**src/rtl/gbsha_fir_inverse_if.sv**
```systemverilog
`default_nettype none
// ---------------------------------------------------------------------------
// gbsha_fir_inverse_if : sample stream and status bundle of the inverse FIR.
// Revision: 1.0
// ---------------------------------------------------------------------------
interface gbsha_fir_inverse_if #(
    parameter int BW_in  = 4,
    parameter int BW_out = 2
);
    logic [BW_in-1:0]  y_in;
    logic              in_valid;
    logic              in_ready;
    logic [BW_out-1:0] x_out;
    logic              out_valid;
    logic              out_ready;
    logic              sat;
    logic              fault;
    logic              clear_err;

    modport master (
        output y_in, in_valid, out_ready, clear_err,
        input  in_ready, x_out, out_valid, sat, fault
    );

    modport slave (
        input  y_in, in_valid, out_ready, clear_err,
        output in_ready, x_out, out_valid, sat, fault
    );
endinterface
`default_nettype wire

```
**src/rtl/gbsha_fir_inverse.sv**
```systemverilog
`default_nettype none
// ---------------------------------------------------------------------------
// gbsha_fir_inverse : recovers x[n] = y[n] - COEF*x[n-1] with saturation and FAULT stall.
// Revision: 1.0
// ---------------------------------------------------------------------------
module gbsha_fir_inverse #(
    parameter int BW_in     = 4,
    parameter int BW_out    = 2,
    parameter int COEF      = 2,
    parameter int BW_acc    = 7,
    parameter int SAT_LIMIT = 4
) (
    input  wire logic          clk,
    input  wire logic          reset,
    gbsha_fir_inverse_if.slave bus
);
    localparam int c_cnt_w = $clog2(SAT_LIMIT + 1);
    localparam logic [c_cnt_w-1:0]       c_sat_limit = c_cnt_w'(SAT_LIMIT);
    localparam logic signed [BW_acc-1:0] c_coef      = BW_acc'(COEF);
    localparam logic signed [BW_acc-1:0] c_acc_max   = BW_acc'((2 ** (BW_out - 1)) - 1);
    localparam logic signed [BW_acc-1:0] c_acc_min   = BW_acc'(-(2 ** (BW_out - 1)));
    localparam logic [BW_out-1:0]        c_x_max     = BW_out'((2 ** (BW_out - 1)) - 1);
    localparam logic [BW_out-1:0]        c_x_min     = BW_out'(-(2 ** (BW_out - 1)));

    typedef enum logic [1:0] {
        ST_PRIME = 2'd0,
        ST_RUN   = 2'd1,
        ST_FAULT = 2'd2
    } state_t;

    state_t               state_q, state_d;
    logic [BW_out-1:0]    x_prev_q, x_prev_d;
    logic [c_cnt_w-1:0]   sat_cnt_q, sat_cnt_d;
    logic [BW_out-1:0]    x_out_q, x_out_d;
    logic                 sat_q, sat_d;
    logic                 out_valid_q, out_valid_d;
    logic                 fault_q, fault_d;

    logic                 in_ready;
    logic                 accept;
    logic [BW_out-1:0]    x_hist;
    logic signed [BW_acc-1:0] y_ext, x_ext, prod, acc;
    logic [BW_out-1:0]    x_new;
    logic                 sat_new;
    logic [c_cnt_w-1:0]   sat_cnt_inc;
    logic                 trigger;

    always_comb begin
        // Gated by reset so the block never advertises ready while held in reset.
        in_ready = reset && (state_q != ST_FAULT) && (!out_valid_q || bus.out_ready);
        accept   = bus.in_valid && in_ready;

        x_hist = bus.clear_err ? '0 : x_prev_q;
        y_ext  = {{(BW_acc - BW_in){bus.y_in[BW_in-1]}}, bus.y_in};
        x_ext  = {{(BW_acc - BW_out){x_hist[BW_out-1]}}, x_hist};
        prod   = c_coef * x_ext;
        acc    = y_ext - prod;

        sat_new = 1'b1;
        if (acc > c_acc_max) begin
            x_new = c_x_max;
        end else if (acc < c_acc_min) begin
            x_new = c_x_min;
        end else begin
            x_new   = acc[BW_out-1:0];
            sat_new = 1'b0;
        end

        sat_cnt_inc = sat_cnt_q + 1'b1;
        trigger     = accept && sat_new && (sat_cnt_inc == c_sat_limit);
    end

    always_comb begin
        state_d     = state_q;
        x_prev_d    = x_prev_q;
        sat_cnt_d   = sat_cnt_q;
        x_out_d     = x_out_q;
        sat_d       = sat_q;
        out_valid_d = out_valid_q;
        fault_d     = fault_q;

        if (accept) begin
            x_out_d     = x_new;
            sat_d       = sat_new;
            out_valid_d = 1'b1;
        end else if (bus.out_ready) begin
            out_valid_d = 1'b0;
        end

        case (state_q)
            ST_PRIME, ST_RUN: begin
                if (accept) begin
                    x_prev_d  = x_new;
                    sat_cnt_d = sat_new ? sat_cnt_inc : '0;
                    state_d   = ST_RUN;
                    if (trigger) begin
                        state_d = ST_FAULT;
                        fault_d = 1'b1;
                    end
                end
                // A clear overrides FAULT entry; otherwise a same-cycle accept seeds the history.
                if (bus.clear_err) begin
                    sat_cnt_d = '0;
                    if (!accept || trigger) begin
                        state_d  = ST_PRIME;
                        x_prev_d = '0;
                        fault_d  = 1'b0;
                    end
                end
            end
            ST_FAULT: begin
                if (bus.clear_err) begin
                    state_d   = ST_PRIME;
                    x_prev_d  = '0;
                    sat_cnt_d = '0;
                    fault_d   = 1'b0;
                end
            end
            default: state_d = ST_PRIME;
        endcase
    end

    always_ff @(posedge clk or negedge reset) begin
        if (!reset) begin
            state_q     <= ST_PRIME;
            x_prev_q    <= '0;
            sat_cnt_q   <= '0;
            x_out_q     <= '0;
            sat_q       <= 1'b0;
            out_valid_q <= 1'b0;
            fault_q     <= 1'b0;
        end else begin
            state_q     <= state_d;
            x_prev_q    <= x_prev_d;
            sat_cnt_q   <= sat_cnt_d;
            x_out_q     <= x_out_d;
            sat_q       <= sat_d;
            out_valid_q <= out_valid_d;
            fault_q     <= fault_d;
        end
    end

    assign bus.in_ready  = in_ready;
    assign bus.x_out     = x_out_q;
    assign bus.out_valid = out_valid_q;
    assign bus.sat       = sat_q;
    assign bus.fault     = fault_q;
endmodule
`default_nettype wire
```
**src/flat_wrapper.sv**
```systemverilog
// flat-port wrapper written by rule: the top's interface ports become plain ports
module gbsha_fir_inverse_flat 
#(
    parameter int BW_in     = 4,
    parameter int BW_out    = 2,
    parameter int COEF      = 2,
    parameter int BW_acc    = 7,
    parameter int SAT_LIMIT = 4
)
  (clk, reset, bus_y_in, bus_in_valid, bus_out_ready, bus_clear_err, bus_in_ready, bus_x_out, bus_out_valid, bus_sat, bus_fault);
  gbsha_fir_inverse_if #(.BW_in(BW_in), .BW_out(BW_out)) bus_i ();
  input  wire logic clk;
  input  wire logic reset;
  input wire logic [$bits(bus_i.y_in)-1:0] bus_y_in;
  input wire logic [$bits(bus_i.in_valid)-1:0] bus_in_valid;
  input wire logic [$bits(bus_i.out_ready)-1:0] bus_out_ready;
  input wire logic [$bits(bus_i.clear_err)-1:0] bus_clear_err;
  output wire logic [$bits(bus_i.in_ready)-1:0] bus_in_ready;
  output wire logic [$bits(bus_i.x_out)-1:0] bus_x_out;
  output wire logic [$bits(bus_i.out_valid)-1:0] bus_out_valid;
  output wire logic [$bits(bus_i.sat)-1:0] bus_sat;
  output wire logic [$bits(bus_i.fault)-1:0] bus_fault;
  assign bus_i.y_in = bus_y_in;
  assign bus_i.in_valid = bus_in_valid;
  assign bus_i.out_ready = bus_out_ready;
  assign bus_i.clear_err = bus_clear_err;
  assign bus_in_ready = bus_i.in_ready;
  assign bus_x_out = bus_i.x_out;
  assign bus_out_valid = bus_i.out_valid;
  assign bus_sat = bus_i.sat;
  assign bus_fault = bus_i.fault;
  gbsha_fir_inverse #(.BW_in(BW_in), .BW_out(BW_out), .COEF(COEF), .BW_acc(BW_acc), .SAT_LIMIT(SAT_LIMIT)) u_core (.clk(clk), .reset(reset), .bus(bus_i));
endmodule
```
**config.mk**
```make
export PLATFORM = sky130hd
export DESIGN_NAME = gbsha_fir_inverse_flat
export DESIGN_NICKNAME = d
export VERILOG_FILES = /design/src/rtl/gbsha_fir_inverse_if.sv /design/src/rtl/gbsha_fir_inverse.sv /design/src/flat_wrapper.sv
export SDC_FILE = /design/constraint.sdc
export NUM_CORES = 1
export LEC_CHECK = 0
export BUFFER_PORTS_ARGS = -buffer_cell sky130_fd_sc_hd__buf_2
export CAP_MARGIN = 20
export CORE_UTILIZATION = 30
export CTS_CLUSTER_DIAMETER = 200
export DETAILED_ROUTE_END_ITERATION = 10
export RECOVER_POWER = 100
export SYNTH_ARGS = -nofsm -noshare
export SYNTH_HDL_FRONTEND = slang
export SYNTH_SLANG_ARGS = --single-unit
```
**constraint.sdc**
```tcl
create_clock -name clk -period 2.79 [get_ports clk]
set_clock_uncertainty 0.1 [all_clocks]
set_input_delay 0.1395 -clock clk [delete_from_list [all_inputs] [get_ports clk]]
set_output_delay 0.1395 -clock clk [all_outputs]
set_load 0.005 [all_outputs]
```
After elaboration in Yosys (flattened, before gate mapping)
Cells that the tools add are included.
W data, S select, Z words.

operators by class
  reductions and logical operators = 15
  eq/ne operators = 6
  mux-type cells = 28
  add/subtract/negate cells = 2
  magnitude comparators = 2

operators with widths
  cell                   count
  $mux W2                11
  $mux W3                4
  $mux W1                9
  $pmux W2 S2            2
  $gt A7 B2 Y1 const B   1
  $lt A7 B2 Y1 const B   1
  $pmux W3 S2            1
  $logic_and A1 B1 Y1    5
  $sub A4 B3 Y5          1
  $ne A2 B2 Y1 const B   2
  $reduce_bool A2 Y1     2
  $add A3 B1 Y3 const B  1
  $eq A3 B3 Y1 const B   1
  $ne A3 B2 Y1 const B   1
  $reduce_and A3 Y1      1
  $eq A2 B1 Y1 const B   1
  $eq A2 B2 Y1 const B   1
  $logic_not A1 Y1       2
  $logic_not A2 Y1       1
  $logic_or A1 B1 Y1     2
  $pmux W1 S2            1
  $reduce_and A2 Y1      1
  $reduce_or A2 Y1       1

storage, ports and cells
  logic and storage cells = 60
  flip-flop bits (word level) = 12

Longest topological paths before layout
  depth in word-level cells = 12
  gate-level depth with buffers = 10
  mapped depth without buffers = 8

Worst setup path after synthesis
Ideal clock, no wire load.

  kind = register to register
  start point = reg u_core.x_prev_q[0]
  end point = reg u_core.sat_cnt_q[2]
  setup slack = 0.386 ns
  cell stages (with the launch flop) = 10
  buffers on the path = 1
  data required time = 2.600 ns
  arrival time = 2.214 ns
  period minus slack after synthesis = 2.404 ns
  path through = dfrtp_1 > nor2b_1 > ha_1 > fa_1 > buf_6 > and4b_1 > a31oi_2 > o211ai_2 > or3b_4 > o31ai_4

between the ends
  word-level cells in the longest chain between the ends = 9
  elaborated cells on any way between the ends = 10

ends and longest elaborated chain
  item                    RTL line                  RTL
  from (decl)             gbsha_fir_inverse.sv:32   logic [BW_out-1:0] x_prev_q, x_prev_d;
  from (signal assigned)  gbsha_fir_inverse.sv:134  x_prev_q <= x_prev_d;
  $mux W2 (*)             gbsha_fir_inverse.sv:53   x_hist = bus.clear_err ? '0 : x_prev_q;
  $sub A4 B3 Y5 (*)       gbsha_fir_inverse.sv:57   acc = y_ext - prod;
  $lt A7 B2 Y1            gbsha_fir_inverse.sv:62   end else if (acc < c_acc_min) begin
  $mux W1                 gbsha_fir_inverse.sv:62
  $mux W1 (*)             gbsha_fir_inverse.sv:60   if (acc > c_acc_max) begin
  $mux W3 (*)             gbsha_fir_inverse.sv:94   sat_cnt_d = sat_new ? sat_cnt_inc : '0;
  $mux W3 (*)             gbsha_fir_inverse.sv:92   if (accept) begin
  $mux W3 (*)             gbsha_fir_inverse.sv:102  if (bus.clear_err) begin
  $pmux W3 S2 (*)         gbsha_fir_inverse.sv:90   case (state_q)
  to (signal assigned)    gbsha_fir_inverse.sv:135  sat_cnt_q <= sat_cnt_d;
  to (decl)               gbsha_fir_inverse.sv:33   logic [c_cnt_w-1:0] sat_cnt_q, sat_cnt_d;

Every way passes the cells marked *; elsewhere a longest branch is shown, timed or not. The select of a mux whose other input is x is not followed.
A chain may end at the register's enable or synchronous reset.

Worst setup path in the final report
Same ends and word-level chain as after synthesis.

==> summary.md <==
| Metric | Value |
|---|---|
| Status | `completed` |
| FMAX | `385 MHz` |
| GRT met3 Usage | `1.40%` |
| H-Tree Depth | `1` |
| Final core utilization | `36.1%` |
| Power Density | `612 nW/um^2` |
| Maxcap violations | `0` |
| Worst-skew pair later-pin latency | `280 ps` |
| I/O Buffers | `14` |
| Sequential share of the synthesized area | `34.6%` |
| Count leader, synth | `nand2_1` |
| Post-synth top flop | `dfrtp_1` |
| DRC viols | `0` |
| DRT Pass-1 Iters | `4` |
| Critical path arrival | `2700 ps` |
| Critical Path RT | `2890 ps` |
| Crit path max-delay cell type | `fa_1` |
| Total power draw | `0.609 mW` |
| Crit path max-delay family | `adder cells` |
| Area post-placement | `952 um^2` |
| TritonCTS clock tree | `built` |
| Clk buf depth | `2` |
| Final Hold Slack | `75.5 ps` |
| CTS Sinks | `12` |
| Initial DRC count | `17` |
| Num CTS Buffers | `3` |
| Met1 Use GR | `17.3%` |
| Reg power frac | `37.7%` |
| Core Box Area | `2760 um^2` |
| Vias per cell | `5.21` |
| Met2 Use GR | `17.0%` |
| Slew Limit Fails | `0` |
| Initial core utilization | `31.4%` |
| Worst path bufs/invs | `0` |
| Clock transition at path regs | `80 ps` |
| Peak VDD IR | `0.318 mV` |
| Routed Antenna Nets | `0` |
| Post-route setup TNS | `0 ps` |
| Pleak | `0.469 nW` |
| Die height | `55.8 um` |
| Mapped Area | `867 um^2` |
| Count of final setup violators | `0` |
| Vias | `735` |
| First-pass GRT wire length | `2900 um` |
| Pre-CTS setup slack | `258 ps` |
| Die Footprint | `3110 um^2` |
| RSZ-0062 raised after global routing | `false` |
| Gr usage total | `11.8%` |
| HP Class | `in2reg` |
| Final wirelength | `1720 um` |
| Crit. path cell count | `8` |
| CP endpoint kind | `flip-flop` |
| Sw Pwr | `0.214 mW` |
| Async set-reset flop share out of synthesis | `100%` |
| Yosys warning count | `0` |
| # IOs | `15` |
| GRT busiest layer | `met1` |
| Max-Slew Margin vs Limit | `49.3%` |
| Sw frac | `35.2%` |
| Area growth, synth to finish | `14.7%` |
| FF-to-FF path depth | `8` |
| Cell variety after synth | `37` |
| ANT cells | `0` |
| Gr ovfl total | `0` |
| Top cell type's share of synthesized area | `34.6%` |
| Critical path startpoint category | `flip-flop` |
| Pin count of the biggest net entering global routing | `16` |
| Initial antenna violation count | `0` |
| GP Congestion | `0.764` |
| Internal | `0.395 mW` |
| Combinational share of power | `39.3%` |
| Layout cell share with drive strength beyond 1 | `21.8%` |
| Final Hold Viols | `0` |
| Crit-path max cell delay | `580 ps` |
| DP Wirelength | `1320 um` |
| Final net count | `126` |
| Crit-path max FO | `5` |
| Cell row count | `19` |
| Cells after DPL | `136` |
| Top post-synthesis cells by area | `dfrtp_1, ha_1, nand2_1` |
| Crit-path cells | `nor2b_1 > ha_1 > fa_1 > nor2_1 > a31oi_2 > o211ai_2 > or3b_1 > o31ai_4` |
| Synthesized netlist net count | `110` |
| Root buffer cell | `clkbuf_4` |
| Min Tclk post-route | `2600 ps` |
| Fill count | `294` |
| Worst hold path depth | `3` |
| Critical path class | `reg2reg` |
| Final instance area | `995 um^2` |
| Layout Cells excl Fill | `141` |
| Yosys top cell by area | `dfrtp_1` |
| WL/cell | `12.2 um` |
| Part of the power in the clock network | `23.0%` |
| Number of global-route vias before repair | `662` |
| Syn Inst Count | `95` |
| Post-route setup slack | `191 ps` |
| Tightest Pin Transition | `760 ps` |
| Horiz. Die Dim | `55.8 um` |
| Final period utilization | `93.1%` |
| Flops & latches, synth | `12` |
| Avg Cell Area, Syn | `9.13 um^2` |
| Number of synthesized flops with an enable pin | `0` |
| Synth top cells by count | `nand2_1, dfrtp_1, inv_1` |
final timing paths:
check | from | end | slack, ps
max | u_core.x_prev_q[0] | u_core.sat_cnt_q[2] | 190
min | bus_out_ready | u_core.bus.out_valid | 80
max reg2reg | u_core.x_prev_q[0] | u_core.sat_cnt_q[2] | 190
min reg2reg | u_core.x_prev_q[0] | u_core.x_prev_q[0] | 390
max in group asynchronous | reset | u_core.state_q[1] | 1770
min in group asynchronous | reset | u_core.bus.out_valid | 340
state kept, by name (all words and copies together), names as in the netlist:
register	count
u_core.sat_cnt_q	3
u_core.x_prev_q	2
u_core.bus.sat	1
u_core.bus.out_valid	1
u_core.state_q	2
u_core.bus.x_out	2
u_core.bus.fault	1
layout make-up:
type | count | area, um^2 | area share, %
multi-input cells | 72 | 514 | 51.7
well taps | 31 | 38.8 | 3.90
inverters | 7 | 26.3 | 2.64
repair buffers | 15 | 78.8 | 7.92
clock buffers | 4 | 36.3 | 3.65
flip-flops and latches | 12 | 300 | 30.2
worst reg2reg max path: stages (launching register included):
cell	delay (ps)
dfrtp_1	380
nor2b_1	130
ha_1	200
fa_1	580
nor2_1	130
a31oi_2	270
o211ai_2	110
or3b_1	450
o31ai_4	180
kinds of logic after synthesis:
kind of cell | count (synthesis) | share of synthesized area [%]
mux | 2 | 2.45
compound gates | 23 | 22.4
fa+ha+maj | 6 | 9.52
simple gates | 41 | 25.3
flops | 12 | 34.6
buf+inv | 11 | 5.77
timing repair:
| action | 4_1_cts | 5_1_grt |
|---|---|---|
| hold endpoints to repair | 12 | 0 |
| hold buffers | 1 | 0 |
| gates resized for setup | 0 | 0 |
| buffers inserted | 0 | 0 |
power by group through the flow:
stage | Combinational (mW) | Clock, mW | Sequential (mW)
finish | 0.239 | 0.140 | 0.230
global route | 0.270 | 0.153 | 0.235
CTS | 0.243 | 0.145 | 0.230
detailed placement | 0.241 | 0 | 0.234
global placement | 0.238 | 0 | 0.233
floorplan | 0.180 | 0 | 0.233
cell usage in the layout, fill, tap and decap left out, types with 2 or more instances in the layout:
master,count
nand3_1,2
nor2b_1,2
a31oi_1,4
dfrtp_1,12
clkbuf_4,3
buf_2,13
nand4_1,3
a32o_1,2
ha_1,5
o21ai_1,2
o21ai_0,4
nand2b_1,6
a211o_2,2
nand2_1,14
nor2_1,4
inv_1,7
and2_1,3
per-layer routing:
layer / part of all wire, % / vias up
li1: - / 376
met1: 52 / 333
met2: 42 / 21
met3: 3.8 / 5
met4: 1.6 / 0
met5: 0 / -
(Power assumes the default switching activity.)
